==> src/rtl/mem_access_ctrl.sv <==
// mem_access_ctrl
// Runs one data-memory access for each load or store that reaches the MEM
// stage. The access is issued on a req/ack port. While it is outstanding the
// front of the pipeline is stalled and the MEM/WB register takes a bubble.
// A cycle counter limits how long an access can wait. Errors and timeouts are
// reported as a one-cycle fault pulse.

module mem_access_ctrl #(
  parameter int DATA_WIDTH     = 32,
  parameter int ADDR_WIDTH     = 32,
  parameter int TIMEOUT_CYCLES = 16
) (
  input  logic                  clk,
  input  logic                  rst,
  // memory controls leaving the EX/MEM register
  input  logic                  mem_MemRead,
  input  logic                  mem_MemWrite,
  input  logic [ADDR_WIDTH-1:0] mem_alu_result,
  input  logic [DATA_WIDTH-1:0] mem_rs2_data,
  // data-memory request port
  output logic                  dmem_req,
  output logic                  dmem_we,
  output logic [ADDR_WIDTH-1:0] dmem_addr,
  output logic [DATA_WIDTH-1:0] dmem_wdata,
  input  logic                  dmem_ack,
  input  logic                  dmem_err,
  input  logic [DATA_WIDTH-1:0] dmem_rdata,
  // pipeline control
  output logic                  pipe_stall,
  output logic                  memwb_flush,
  // completion reporting
  output logic [DATA_WIDTH-1:0] load_data,
  output logic                  load_valid,
  output logic                  access_fault
);

  // The counter only has to reach TIMEOUT_CYCLES-1. A width of at least one
  // bit keeps the degenerate parameter values legal.
  localparam int CntW = (TIMEOUT_CYCLES > 1) ? $clog2(TIMEOUT_CYCLES) : 1;
  localparam logic [CntW-1:0] CntLast = CntW'(TIMEOUT_CYCLES - 1);

  typedef enum logic [1:0] {
    IDLE = 2'd0,
    BUSY = 2'd1,
    DONE = 2'd2
  } state_e;

  state_e                  state_q;
  logic                    req_q;
  logic                    we_q;
  logic                    isRead_q;
  logic [ADDR_WIDTH-1:0]   addr_q;
  logic [DATA_WIDTH-1:0]   wdata_q;
  logic [DATA_WIDTH-1:0]   loadData_q;
  logic                    loadValid_q;
  logic                    fault_q;
  logic [CntW-1:0]         cnt_q;

  logic                    access;
  logic                    timeoutHit;
  logic                    stall;

  // A write wins when both controls are set, so any access counts here.
  // The last permitted BUSY cycle is the one where the counter reaches its
  // final value.
  always_comb begin
    access     = mem_MemRead | mem_MemWrite;
    timeoutHit = (cnt_q == CntLast);
  end

  // Stall rule: in IDLE, stall combinationally as soon as an access shows up,
  // so the instruction is held in the same cycle. In BUSY, always stall.
  // In DONE, release so the serviced instruction moves on. Reset forces the
  // stall low so a reset pipeline is never held.
  always_comb begin
    stall = 1'b0;
    if (!rst) begin
      unique case (state_q)
        IDLE:    stall = access;
        BUSY:    stall = 1'b1;
        default: stall = 1'b0;
      endcase
    end
  end

  // Access sequencer. The request, the latched access, the completion pulses
  // and the timeout counter all change together in this one register block.
  // A fault always clears load_data, so a faulted load never exposes stale
  // data. A store without a fault leaves the previous load value in place.
  always_ff @(posedge clk or posedge rst) begin
    if (rst) begin
      state_q     <= IDLE;
      req_q       <= 1'b0;
      we_q        <= 1'b0;
      isRead_q    <= 1'b0;
      addr_q      <= '0;
      wdata_q     <= '0;
      loadData_q  <= '0;
      loadValid_q <= 1'b0;
      fault_q     <= 1'b0;
      cnt_q       <= '0;
    end else begin
      loadValid_q <= 1'b0;
      fault_q     <= 1'b0;
      unique case (state_q)
        IDLE: begin
          if (access) begin
            state_q  <= BUSY;
            req_q    <= 1'b1;
            addr_q   <= mem_alu_result;
            wdata_q  <= mem_rs2_data;
            we_q     <= mem_MemWrite;
            isRead_q <= mem_MemRead & ~mem_MemWrite;
            cnt_q    <= '0;
          end
        end
        BUSY: begin
          if (dmem_err) begin
            state_q    <= DONE;
            req_q      <= 1'b0;
            fault_q    <= 1'b1;
            loadData_q <= '0;
          end else if (dmem_ack) begin
            state_q <= DONE;
            req_q   <= 1'b0;
            if (isRead_q) begin
              loadData_q  <= dmem_rdata;
              loadValid_q <= 1'b1;
            end
          end else if (timeoutHit) begin
            state_q    <= DONE;
            req_q      <= 1'b0;
            fault_q    <= 1'b1;
            loadData_q <= '0;
          end else begin
            cnt_q <= cnt_q + 1'b1;
          end
        end
        DONE: begin
          state_q <= IDLE;
        end
        default: begin
          state_q <= IDLE;
          req_q   <= 1'b0;
        end
      endcase
    end
  end

  // All outputs are driven straight from registers, except the stall, which
  // is a decode of the registered state plus the incoming access.
  always_comb begin
    dmem_req     = req_q;
    dmem_we      = we_q;
    dmem_addr    = addr_q;
    dmem_wdata   = wdata_q;
    load_data    = loadData_q;
    load_valid   = loadValid_q;
    access_fault = fault_q;
    pipe_stall   = stall;
    memwb_flush  = stall;
  end

endmodule

==> config.mk <==
export PLATFORM = sky130hd
export DESIGN_NAME = mem_access_ctrl
export DESIGN_NICKNAME = d
export VERILOG_FILES = /design/src/rtl/mem_access_ctrl.sv
export SDC_FILE = /design/constraint.sdc
export NUM_CORES = 1
export LEC_CHECK = 0
export BUFFER_PORTS_ARGS = -buffer_cell sky130_fd_sc_hd__buf_2
export CORE_MARGIN = 1
export CORE_UTILIZATION = 45
export CTS_CLUSTER_DIAMETER = 150
export DETAILED_ROUTE_END_ITERATION = 16
export GPL_TIMING_DRIVEN = 0
export PLACE_DENSITY = 0.8
export SYNTH_ARGS = -nofsm -noshare
export SYNTH_HDL_FRONTEND = slang
export SYNTH_SLANG_ARGS = --single-unit
==> constraint.sdc <==
create_clock -name clk -period 4 [get_ports clk]
set_input_delay 0.6 -clock clk [delete_from_list [all_inputs] [get_ports clk]]
set_output_delay 0.6 -clock clk [all_outputs]
set_load 0.02 [all_outputs]
==> Word-level counts from Yosys, hierarchy flattened <==
Cells that the tools add are included.
{ "word_totals": {"register_bits": 107, "latch_bits": 0, "ram_bits": 0, "romBits": 0, "in_bits": 102, "out_inout_bits": 102, "n_memories": 0} }
{ "op_classes": {"n_addsub": 1, "mul": 0, "div": 0, "magnitude_cmp": 0, "n_eq_ne": 9, "shifts": 0, "n_mux": 29, "bitwise_logic": 4, "n_reduce_logical": 8} }
{ "op_table": {"columns": ["op", "count"], "rows": [
  ["$mux 32", 4],
  ["$mux 4", 4],
  ["$mux 1", 13],
  ["$mux 2", 4],
  ["$ne 2x2->1 const B", 4],
  ["$pmux 4 s2", 1],
  ["$reduce_and 3->1", 2],
  ["$reduce_and 5->1", 1],
  ["$add 4x1->4 const B", 1],
  ["$eq 4x4->1 const B", 1],
  ["$ne 4x4->1 const B", 1],
  ["$pmux 2 s2", 1],
  ["$reduce_and 2->1", 2],
  ["$ne 3x1->1 const B", 1],
  ["$pmux 1 s3", 1],
  ["$reduce_bool 3->1", 1],
  ["$eq 2x1->1 const B", 1],
  ["$eq 2x2->1 const B", 1],
  ["$logic_not 2->1", 1],
  ["$not 1->1", 2],
  ["$pmux 1 s2", 1],
  ["$reduce_bool 2->1", 1],
  ["$and 1x1->1", 1],
  ["$or 1x1->1", 1]
]} }

==> Logic depth before layout (Yosys ltp) <==
{ "depth": {"depth_word": 5, "mapped_depth": 5, "mapped_depth_nobuf": 4} }

==> Worst setup path after synthesis <==
OpenSTA, ideal clock, no wires.
{ "synth_path": {"path_type": "input to output", "from": "in mem_MemWrite", "to": "out pipe_stall", "arrival_time_ns": 1.400, "t_required_ns": 3.400, "path_slack_ns": 2.000, "cell_stages": 3, "path_buffers": 1, "path_cell_list": "nor3_1 nor3_1 buf_4"} }
{ "synth_via": {"elab_chain_cells": 3} }
{ "synth_lines": {"columns": ["item", "line_no", "text"], "rows": [
  ["from (decl)", "17", "input logic mem_MemWrite,"],
  ["$or 1x1->1", "67", "access = mem_MemRead | mem_MemWrite;"],
  ["$pmux 1 s2", "78", "unique case (state_q)"],
  ["$mux 1", "77", "if (!rst) begin"],
  ["to (decl)", "29", "output logic pipe_stall,"]
]} }
No other way between the ends.

==> Worst setup path in the final report <==
{ "layout_path": {"from": "reg state_q[0]", "to": "out pipe_stall"} }
{ "layout_via": {"elab_chain_cells": 3, "word_cells_on_any_way": 4} }
{ "layout_lines": {"columns": ["item", "line_no", "text"], "rows": [
  ["from (decl)", "48", "state_e state_q;"],
  ["from (signal assigned)", "92", "state_q <= IDLE;"],
  ["from (signal assigned)", "108", "state_q <= BUSY;"],
  ["from (signal assigned)", "119", "state_q <= DONE;"],
  ["$eq 2x1->1 or $logic_not 2->1 (tied branches)", "78", null],
  ["$pmux 1 s2 (*)", "78", null],
  ["$mux 1 (*)", "77", null]
]} }
Mark *: on every way between the ends. The rest lies on a longest branch, timed or not.

==> metrics.md <==
| Metric | Value |
|---|---|
| Status | `finished, final reports clean` |
| DP Worst Slack | `2.14 ns` |
| FF-to-FF End | `cnt_q[2]$_DFFE_PP0P_` |
| Clock H-tree levels | `3` |
| Slew Limit Fails | `0` |
| Top-count cell post-synth | `dfrtp_1` |
| Gr ovfl total | `0` |
| Post-CTS Setup Bufs | `0` |
| Shortest period the worst path allows | `1.92 ns` |
| Root Driver | `clkbuf_8` |
| I/O pin total | `204` |
| Slack of the critical path | `2.08 ns` |
| TritonCTS Buffers | `9` |
| Synth unique cells | `35` |
| WP data required | `roughly 3.4 ns` |
| RSZ-0062 raised after global routing | `false` |
| CTS max path bufs | `2` |
| TritonRoute pass-1 iters | `4` |
| Post-CTS Hold Fix Bufs | `0` |
| Peak Freq | `520 MHz` |
| Crit share post-route | `48.1%` |
| Area leader, netlist | `dfrtp_1` |
| Asr flop ratio synth | `100%` |
| Area of the core | `between 8000 and 9000 um^2` |
| Antenna viol nets, final | `0` |
| Design Area, Final | `5410 um^2` |
| Initial Utilization | `a little under half` |
| Finish-stage setup viols | `0` |
| MaxCap Viol Count | `0` |
| Setup crit end kind | `output port` |
| Worst-skew pair later-pin latency | `0.35 ns` |
| Layout cells sized above 1 | `between 50% and 60%` |
| Clock slew seen by the registers of the worst setup and hold paths | `0.10 ns` |
| Routed Wire Length | `~8600 um` |
| Register-to-Register Path Depth | `4` |
| Ant diodes | `0` |
| Type of the worst setup path | `reg2out` |
| Worst-Margin Slew | `0.798 ns` |
| Post-DP HPWL | `6550 um` |
| YS warnings | `0` |
| Largest fanout on the critical path | `5` |
| Vias in the first global route | `3104` |
| Util after Layout | `between 60% and 70%` |
| Antenna violations before repair | `0` |
| Die width | `97 um` |
| Layout area overhead | `33.3%` |
| Yosys top cell area share | `65.9%` |
| WP data arrival | `1.32 ns` |
| CTS resizes | `0` |
| Relative slew margins | `46.8%` |
| Mapped Nets | `360` |
| Commonest cells in the synthesized netlist | `dfrtp_1, mux2_1, a22o_1` |
| Peak supply drop | `0.381 mV` |
| Synthesized area | `4060 um^2` |
| DP Area | `5240 um^2` |
| Die Span Y | `roughly 97 um` |
| Top cells by area, synth | `dfrtp_1, mux2_1, a22o_1, mux2_2, buf_6` |
| Clock Sinks | `107` |
| Sequential share of the synthesized area | `about 66%` |
| Hold Crit Class | `in2async` |
| Worst r2r src | `cnt_q[0]$_DFFE_PP0P_` |
| Setup Skew | `0.0146 ns` |
| CTS tree | `built` |
| Static leakage | `2.81 nW` |
| Global-route wire length before repair | `14500 um` |
| Post-synthesis register bit count | `107` |
| Core Rows | `34` |
| Cell Pwr Density | `822 nW/um^2` |
| Mean Syn Cell Area | `15.8 um^2` |
| DR vias | `2938` |
| Final hold vios | `0` |
| Largest net degree at the start of global routing | `67` |
| GRT Total Usage | `19.2%` |
| Post-Synthesis Cells | `roughly 260` |
| RD Place Congestion | `just under 0.8` |
| Top_reg_cell synth | `dfrtp_1` |
| Startpoint class of the critical path | `flop` |
| Worst reg2reg setup slack | `2.29 ns` |
| WL/cell | `14.7 um` |
| # nets final | `between 500 and 600` |
| Die footprint | `9410 um^2` |
| Drt via density | `5.02` |
| Drt drc | `0` |
| EDFF count, synth | `0` |
| Iter 0 DRT Violations | `84` |
| Total power | `4.45 mW` |
| I/O Buffers | `203` |
## cell usage in the layout, fill, tap and decap left out, types with 2 or more instances in the layout
cell,count
nor2_1,3
buf_2,206
nand2b_1,2
o21ai_0,3
mux2_1,49
clkinvlp_4,2
buf_1,2
a22o_1,32
nand3_1,2
clkbuf_8,10
buf_6,8
buf_4,2
nor3_1,3
dfrtp_1,107
and3_1,2
mux2_2,16
inv_1,2
## final cells by class
| class | count | area [um^2] |
|---|---|---|
| clock inverters | 5 | 37.5 |
| clock buffers | 11 | 141 |
| plain buffers | 15 | 128 |
| flip-flops and latches | 107 | 2680 |
| fillers | 699 | 3310 |
| multi-input cells | 132 | 1240 |
| well taps | 108 | 135 |
| repair buffers | 204 | 1040 |
| inverters | 3 | 13.8 |
## registers in the layout, indices dropped and copies added, names as in the netlist
name / count
dmem_addr: 32
dmem_we: 1
isRead_q: 1
dmem_req: 1
load_valid: 1
access_fault: 1
cnt_q: 4
state_q: 2
load_data: 32
dmem_wdata: 32
## worst max-delay path by stage
stage	startpoint	to	slack [ns]	cells after the start
floorplan	rst	access_fault$_DFF_PP0_	0.58	1
global placement	rst	dmem_wdata[18]$_DFFE_PP0P_	-0.45	2
detailed placement	rst	pipe_stall	2.14	4
CTS	state_q[0]$_DFFE_PP0P_	pipe_stall	2.04	4
global route	state_q[1]$_DFFE_PP0P_	pipe_stall	1.97	3
finish	state_q[0]$_DFFE_PP0P_	pipe_stall	2.08	4
## where the power goes
| group | leakage, nW | switching [mW] | internal [mW] | total (mW) |
|---|---|---|---|---|
| Combinational | 1.39 | 1.18 | 0.845 | 2.03 |
| Clock | 0.0859 | 0.353 | 0.246 | 0.599 |
| Sequential | 1.33 | 0.248 | 1.57 | 1.82 |
| Total | 2.81 | 1.78 | 2.67 | 4.45 |
## routing by layer
layer	up-vias	part of all wire (%)	global-route usage, %
li1	1369	-	-
met1	1422	42	23.9
met2	131	51	33.0
met3	16	5.4	3.90
met4	0	1.3	7.00
met5	-	0	0
## critical path: stages, from the launching register on
cell and delay (ns):
dfrtp_1 0.42, nor3_1 0.07, nor3_1 0.19, buf_4 0.14
buf_2 0.16
## cell families after synthesis
family / after synthesis / synth area share [%]
buffers and inverters: 18 / 3.42
multiplexers: 66 / 18.3
adder cells (fa/ha/maj): 1 / 0.308
AND/OR/NAND/NOR: 20 / 2.80
flip-flops: 107 / 65.9
AO/OA/AOI/OAI: 45 / 9.27
## per-stage QoR
stage | setup TNS, ns | hold WS (ns) | std cells
after detailed placement | 0 | 0.469 | 569
after floorplan | 0 | 0.478 | 257
after global placement | -47.91 | 0.462 | 568
final | 0 | 0.398 | 585
after CTS | 0 | 0.425 | 585
after global routing | 0 | 0.426 | 585
(Power assumes the default switching activity.)
